**src/rtl/usr_pkg.sv**
```systemverilog
// Shared types and helpers for the universal shift register.
package usr_pkg;

   // Operation select; the encoding matches the external 2-bit mode port.
   typedef enum logic [1:0] {
      MODE_HOLD = 2'b00,
      MODE_SHR  = 2'b01,
      MODE_SHL  = 2'b10,
      MODE_LOAD = 2'b11
   } mode_t;

   // True for the two modes that move one serial bit into the word.
   function automatic logic is_shift(input mode_t m);
      return (m == MODE_SHR) || (m == MODE_SHL);
   endfunction

endpackage

```
**src/rtl/usr_bit_cell.sv**
```systemverilog
// One storage bit of the universal shift register: synchronous-reset
// flip-flop fed by a 4:1 mux (hold / from MSB side / from LSB side / parallel).
module usr_bit_cell
   import usr_pkg::*;
(
   input  logic  Clk,
   input  logic  reset,
   input  mode_t mode,
   input  logic  from_msb,   // neighbour toward Q[WIDTH-1] (or SI_r at the top)
   input  logic  from_lsb,   // neighbour toward Q[0] (or SI_l at the bottom)
   input  logic  par,        // parallel load bit
   output logic  q
);

   logic next;

   // Select the next value of this bit from the requested operation.
   always_comb begin
      // NOTE: assigning a default before the case guarantees no latch is inferred.
      next = q;
      case (mode)
         MODE_HOLD: next = q;
         MODE_SHR:  next = from_msb;
         MODE_SHL:  next = from_lsb;
         MODE_LOAD: next = par;
         default:   next = q;
      endcase
   end

   // Storage flop; reset is synchronous and dominates every mode.
   always_ff @(posedge Clk) begin
      // NOTE: sequential state uses non-blocking assignment so all cells update together.
      if (reset) q <= 1'b0;
      else       q <= next;
   end

endmodule

```
**src/rtl/univ_shift_reg.sv**
```systemverilog
// Universal shift register with a shift counter that pulses frame_done
// once a full word has been shifted in serially.
module univ_shift_reg
   import usr_pkg::*;
#(
   parameter int WIDTH = 4,
   parameter int CNT_W = $clog2(WIDTH) + 1
) (
   input  logic             Clk,
   input  logic             reset,
   input  logic [1:0]       mode,
   input  logic [WIDTH-1:0] D_par,
   input  logic             SI_r,
   input  logic             SI_l,
   output logic [WIDTH-1:0] Q,
   output logic [WIDTH-1:0] Qprime,
   output logic             SO_r,
   output logic             SO_l,
   output logic [CNT_W-1:0] shift_count,
   output logic             frame_done
);

   localparam logic [CNT_W-1:0] LAST_SHIFT = CNT_W'(WIDTH - 1);

   mode_t            mode_e;
   logic [WIDTH-1:0] q_bits;

   assign mode_e = mode_t'(mode);

   for (genvar i = 0; i < WIDTH; i++) begin : g_bit
      logic from_msb;
      logic from_lsb;

      if (i == WIDTH - 1) begin : g_top
         assign from_msb = SI_r;
      end else begin : g_mid_hi
         assign from_msb = q_bits[i+1];
      end

      if (i == 0) begin : g_bot
         assign from_lsb = SI_l;
      end else begin : g_mid_lo
         assign from_lsb = q_bits[i-1];
      end

      usr_bit_cell u_cell (
         .Clk      (Clk),
         .reset    (reset),
         .mode     (mode_e),
         .from_msb (from_msb),
         .from_lsb (from_lsb),
         .par      (D_par[i]),
         .q        (q_bits[i])
      );
   end

   // Derived outputs are pure decodes of the registered word.
   assign Q      = q_bits;
   assign Qprime = ~q_bits;
   assign SO_r   = q_bits[0];
   assign SO_l   = q_bits[WIDTH-1];

   // Count shifts toward a frame; load clears, hold freezes, the WIDTH-th shift wraps and pulses.
   always_ff @(posedge Clk) begin
      if (reset) begin
         shift_count <= '0;
         frame_done  <= 1'b0;
      end else if (is_shift(mode_e)) begin
         if (shift_count == LAST_SHIFT) begin
            shift_count <= '0;
            frame_done  <= 1'b1;
         end else begin
            shift_count <= shift_count + 1'b1;
            frame_done  <= 1'b0;
         end
      end else begin
         frame_done <= 1'b0;
         if (mode_e == MODE_LOAD) shift_count <= '0;
      end
   end

endmodule
```
**config.mk**
```make
export PLATFORM = sky130hd
export DESIGN_NAME = univ_shift_reg
export DESIGN_NICKNAME = d
export VERILOG_FILES = /design/src/rtl/usr_pkg.sv /design/src/rtl/usr_bit_cell.sv /design/src/rtl/univ_shift_reg.sv
export SDC_FILE = /design/constraint.sdc
export NUM_CORES = 1
export LEC_CHECK = 0
export ABC_AREA = 1
export CAP_MARGIN = 20
export CORE_MARGIN = 3
export CORE_UTILIZATION = 33
export CTS_CLUSTER_SIZE = 20
export DETAILED_ROUTE_END_ITERATION = 6
export GPL_TIMING_DRIVEN = 0
export MAX_ROUTING_LAYER = met4
export PLACE_DENSITY = 0.73
export SYNTH_ARGS = -nofsm -noshare
export SYNTH_HDL_FRONTEND = slang
export SYNTH_SLANG_ARGS = --single-unit
```
**constraint.sdc**
```tcl
create_clock -name Clk -period 1.1 [get_ports Clk]
set_clock_uncertainty 0.2 [all_clocks]
set_input_delay 0.11 -clock Clk [delete_from_list [all_inputs] [get_ports Clk]]
set_output_delay 0.11 -clock Clk [all_outputs]
set_load 0.01 [all_outputs]
```
==> impl_metrics.env <==
export IMPL_die_width_um=43.61
export IMPL_failed_checks="setup timing"
export IMPL_ys_types=12
export IMPL_status="complete, but fails checks"
export IMPL_yosysMostFrequentCell="nor2_1"
export IMPL_h_tree_depth=1
export IMPL_reg2reg_slack_ps=40
export IMPL_fp_dieH_um=43.61
export IMPL_cp_end_kind="output pin"
export IMPL_port_buffers=23
export IMPL_max_stage_delay_ps=350
export IMPL_clkPwrFrac=0.267
export IMPL_p_comb_frac=0.326
export IMPL_track_usage=0.1407
export IMPL_pwr_share_seq=0.408
export IMPL_placed_cell_area_um2=714.4
export IMPL_stdcell_area_um2=808.3
export IMPL_min_path_cells=6
export IMPL_max_slew_margin=0.8606
export IMPL_synth_fp_nets=85
export IMPL_route_detailed_drc=0
export IMPL_ys_ff_latch=8
export IMPL_antenna_found_initial=0
export IMPL_setup_tns_ps=-61.92
export IMPL_p_leak_nw=0.3796
export IMPL_netlist_area_um2=466.7
export IMPL_viasPerCell=4.628
export IMPL_synth_top_area_cell="dfxtp_1"
export IMPL_cp_arrival_ps=820
export IMPL_startpoint_type="flop"
export IMPL_clock_fmax_mhz=883.2
export IMPL_clkLatencyLatePin_ps=250
export IMPL_hpwl_um=857.1
export IMPL_critPathSlowestCell="dfxtp_4"
export IMPL_ir_worst_vdd_uv=973.0
export IMPL_path_common_cell="buf_6"
export IMPL_rsz0062_at_grt="yes"
export IMPL_hold_buffers=0
export IMPL_cts_tree="built"
export IMPL_clk_pin_slew_ps=50
export IMPL_core_area_um2=1216
export IMPL_hold_end="g_bit[0].u_cell.q"
export IMPL_clockBufferDepth=2
export IMPL_synthCells=71
export IMPL_nets=115
export IMPL_place_gp_congestion=0.6680
export IMPL_synthTopCellsByArea="dfxtp_1, nor2_1, ha_1"
export IMPL_clkSinkCount=8
export IMPL_initial_core_util=0.3837
export IMPL_reg2reg_to="shift_count[1]"
export IMPL_setup_viol=4
export IMPL_min_period_ps=1132
export IMPL_grt_pass1_wl_um=1945
export IMPL_num_antenna_cells=0
export IMPL_drv_slew=0
export IMPL_pin_count=24
export IMPL_critPathBufInv=2
export IMPL_cts_buffers=3
export IMPL_synth_warnings=0
export IMPL_synthFlopType="dfxtp_1"
export IMPL_p_int_mw=0.5849
export IMPL_r2r_start="shift_count[0]"
export IMPL_p_sw_mw=0.2367
export IMPL_areaGrowthSynthToFinish_pct=73.19
export IMPL_synth_top_area_frac=0.3432
export IMPL_grt_max_degree=9
export IMPL_clockRootBuffer="clkbuf_4"
export IMPL_synth_async_reset_ratio=0
export IMPL_drt_total_wl_um=1228
export IMPL_path_class="flop to output pin"
export IMPL_reg2reg_depth=4
export IMPL_rows=12
export IMPL_crit_fanout=4
export IMPL_power_density_nw_per_um2=1017
export IMPL_drtIter0Drc=8
export IMPL_critical_path_top_delay_family="flip-flops"
export IMPL_drv_cap=0
export IMPL_hold_start="mode[1]"
export IMPL_path_cells="buf_6 > buf_6"
export IMPL_worstMarginPinSlew_ps=207.5
export IMPL_detail_route_wl_per_cell_um=10.87
export IMPL_fin_ws_ps=-32.18
export IMPL_p_sw_frac=0.2881
export IMPL_hold_class="input port to flop"
export IMPL_period_share=1.029
export IMPL_grt_pass1_vias=466
export IMPL_grt_overflow=0
export IMPL_vias=523
export IMPL_drtPass1Iterations=4
export IMPL_yosysSeqAreaShare=0.3432
export IMPL_drive_gt1_frac=0.5051
export IMPL_die_area_um2=1901
export IMPL_ant_nets=0
export IMPL_syn_avg_cell_area_um2=6.573
export IMPL_hold_viol_final=0
export IMPL_synth_enable_flop_cells=0
export IMPL_synthTopCellsByCount="nor2_1, inv_1, nand2_1"
export IMPL_required_ps=790
## stage by stage
stage | setup WS (ps) | std cells | utilization | hold slack, ps | power [mW]
after global placement | -482.0 | 108 | 0.5874 | 255.1 | 0.5623
final | -32.18 | 113 | 0.6646 | 201.7 | 0.8217
after CTS | -68.42 | 113 | 0.6327 | 259.4 | 0.8051
after floorplan | 23.24 | 71 | - | -20.93 | 0.4417
after detailed placement | -534.3 | 108 | 0.5874 | 261.5 | 0.5661
after global routing | -59.56 | 113 | 0.6646 | 231.2 | 0.8791
## placed cells by master, fill, tap and decap left out, drive strengths merged
cell type,count
a21oi,2
buf,20
clkbuf,4
clkdlybuf4s15,1
clkdlybuf4s50,7
dfxtp,8
ha,4
inv,14
nand2,12
nand3,5
nor2,15
nor3,1
o21ai,6
## cells by family (layout without fill, tap and decap cells)
| kind of cell | after synthesis | after routing | synth area share |
|---|---|---|---|
| AND/OR/NAND/NOR | 33 | 33 | 0.2868 |
| buffers and inverters | 18 | 46 | 0.1769 |
| AO/OA/AOI/OAI | 8 | 8 | 0.08579 |
| flip-flops | 8 | 8 | 0.3432 |
| adder cells (fa/ha/maj) | 4 | 4 | 0.1072 |
## tightest hold or removal path, delay by kind of cell
kind	cells	cell delay, ps
buffers and inverters	1	120
and+or+nand+nor	4	220
adders and majority gates	1	170
## cell type report
class,count,area [um^2]
Timing Repair Buffer,25,207.7
Buffer,4,45.04
Sequential cell,8,172.7
Inverter,14,52.55
Tap cell,14,17.52
Multi-Input combinational cell,45,290.3
Fill cell,128,407.9
Clock buffer,3,22.52
## per-layer routing
metal | wire, um | track usage
met1 | 461 | 0.1450
met2 | 659 | 0.2355
met3 | 107 | 0.07054
met4 | 0 | 0.03614
met5 | 0 | -
## worst max-delay path by stage
stage                      startpoint                 to  depth (start not counted)
floorplan              shift_count[0]     shift_count[1]                          4
global placement              mode[0]  g_bit[3].u_cell.q                          7
detailed placement            mode[1]  g_bit[3].u_cell.q                          7
CTS                 g_bit[0].u_cell.q               Q[0]                          2
global route        g_bit[0].u_cell.q               Q[0]                          2
finish              g_bit[0].u_cell.q               Q[0]                          2
## state kept, by name (all words and copies together) (netlist names)
register,count
shift_count,3
frame_done,1
g_bit.u_cell.q,4
## power groups by stage
stage / Sequential [mW] / Clock, mW / Combinational [mW]
floorplan: 0.335 / 0 / 0.106
global placement: 0.334 / 0 / 0.229
detailed placement: 0.332 / 0 / 0.234
CTS: 0.333 / 0.232 / 0.240
global route: 0.338 / 0.246 / 0.295
finish: 0.335 / 0.219 / 0.268
## what timing repair did
item	4_1_cts	5_1_grt
pin swaps	2	3
setup buffers	2	0
resized for setup	81	19
endpoints found under the setup margin	22	17
(Power assumes the default switching activity.)
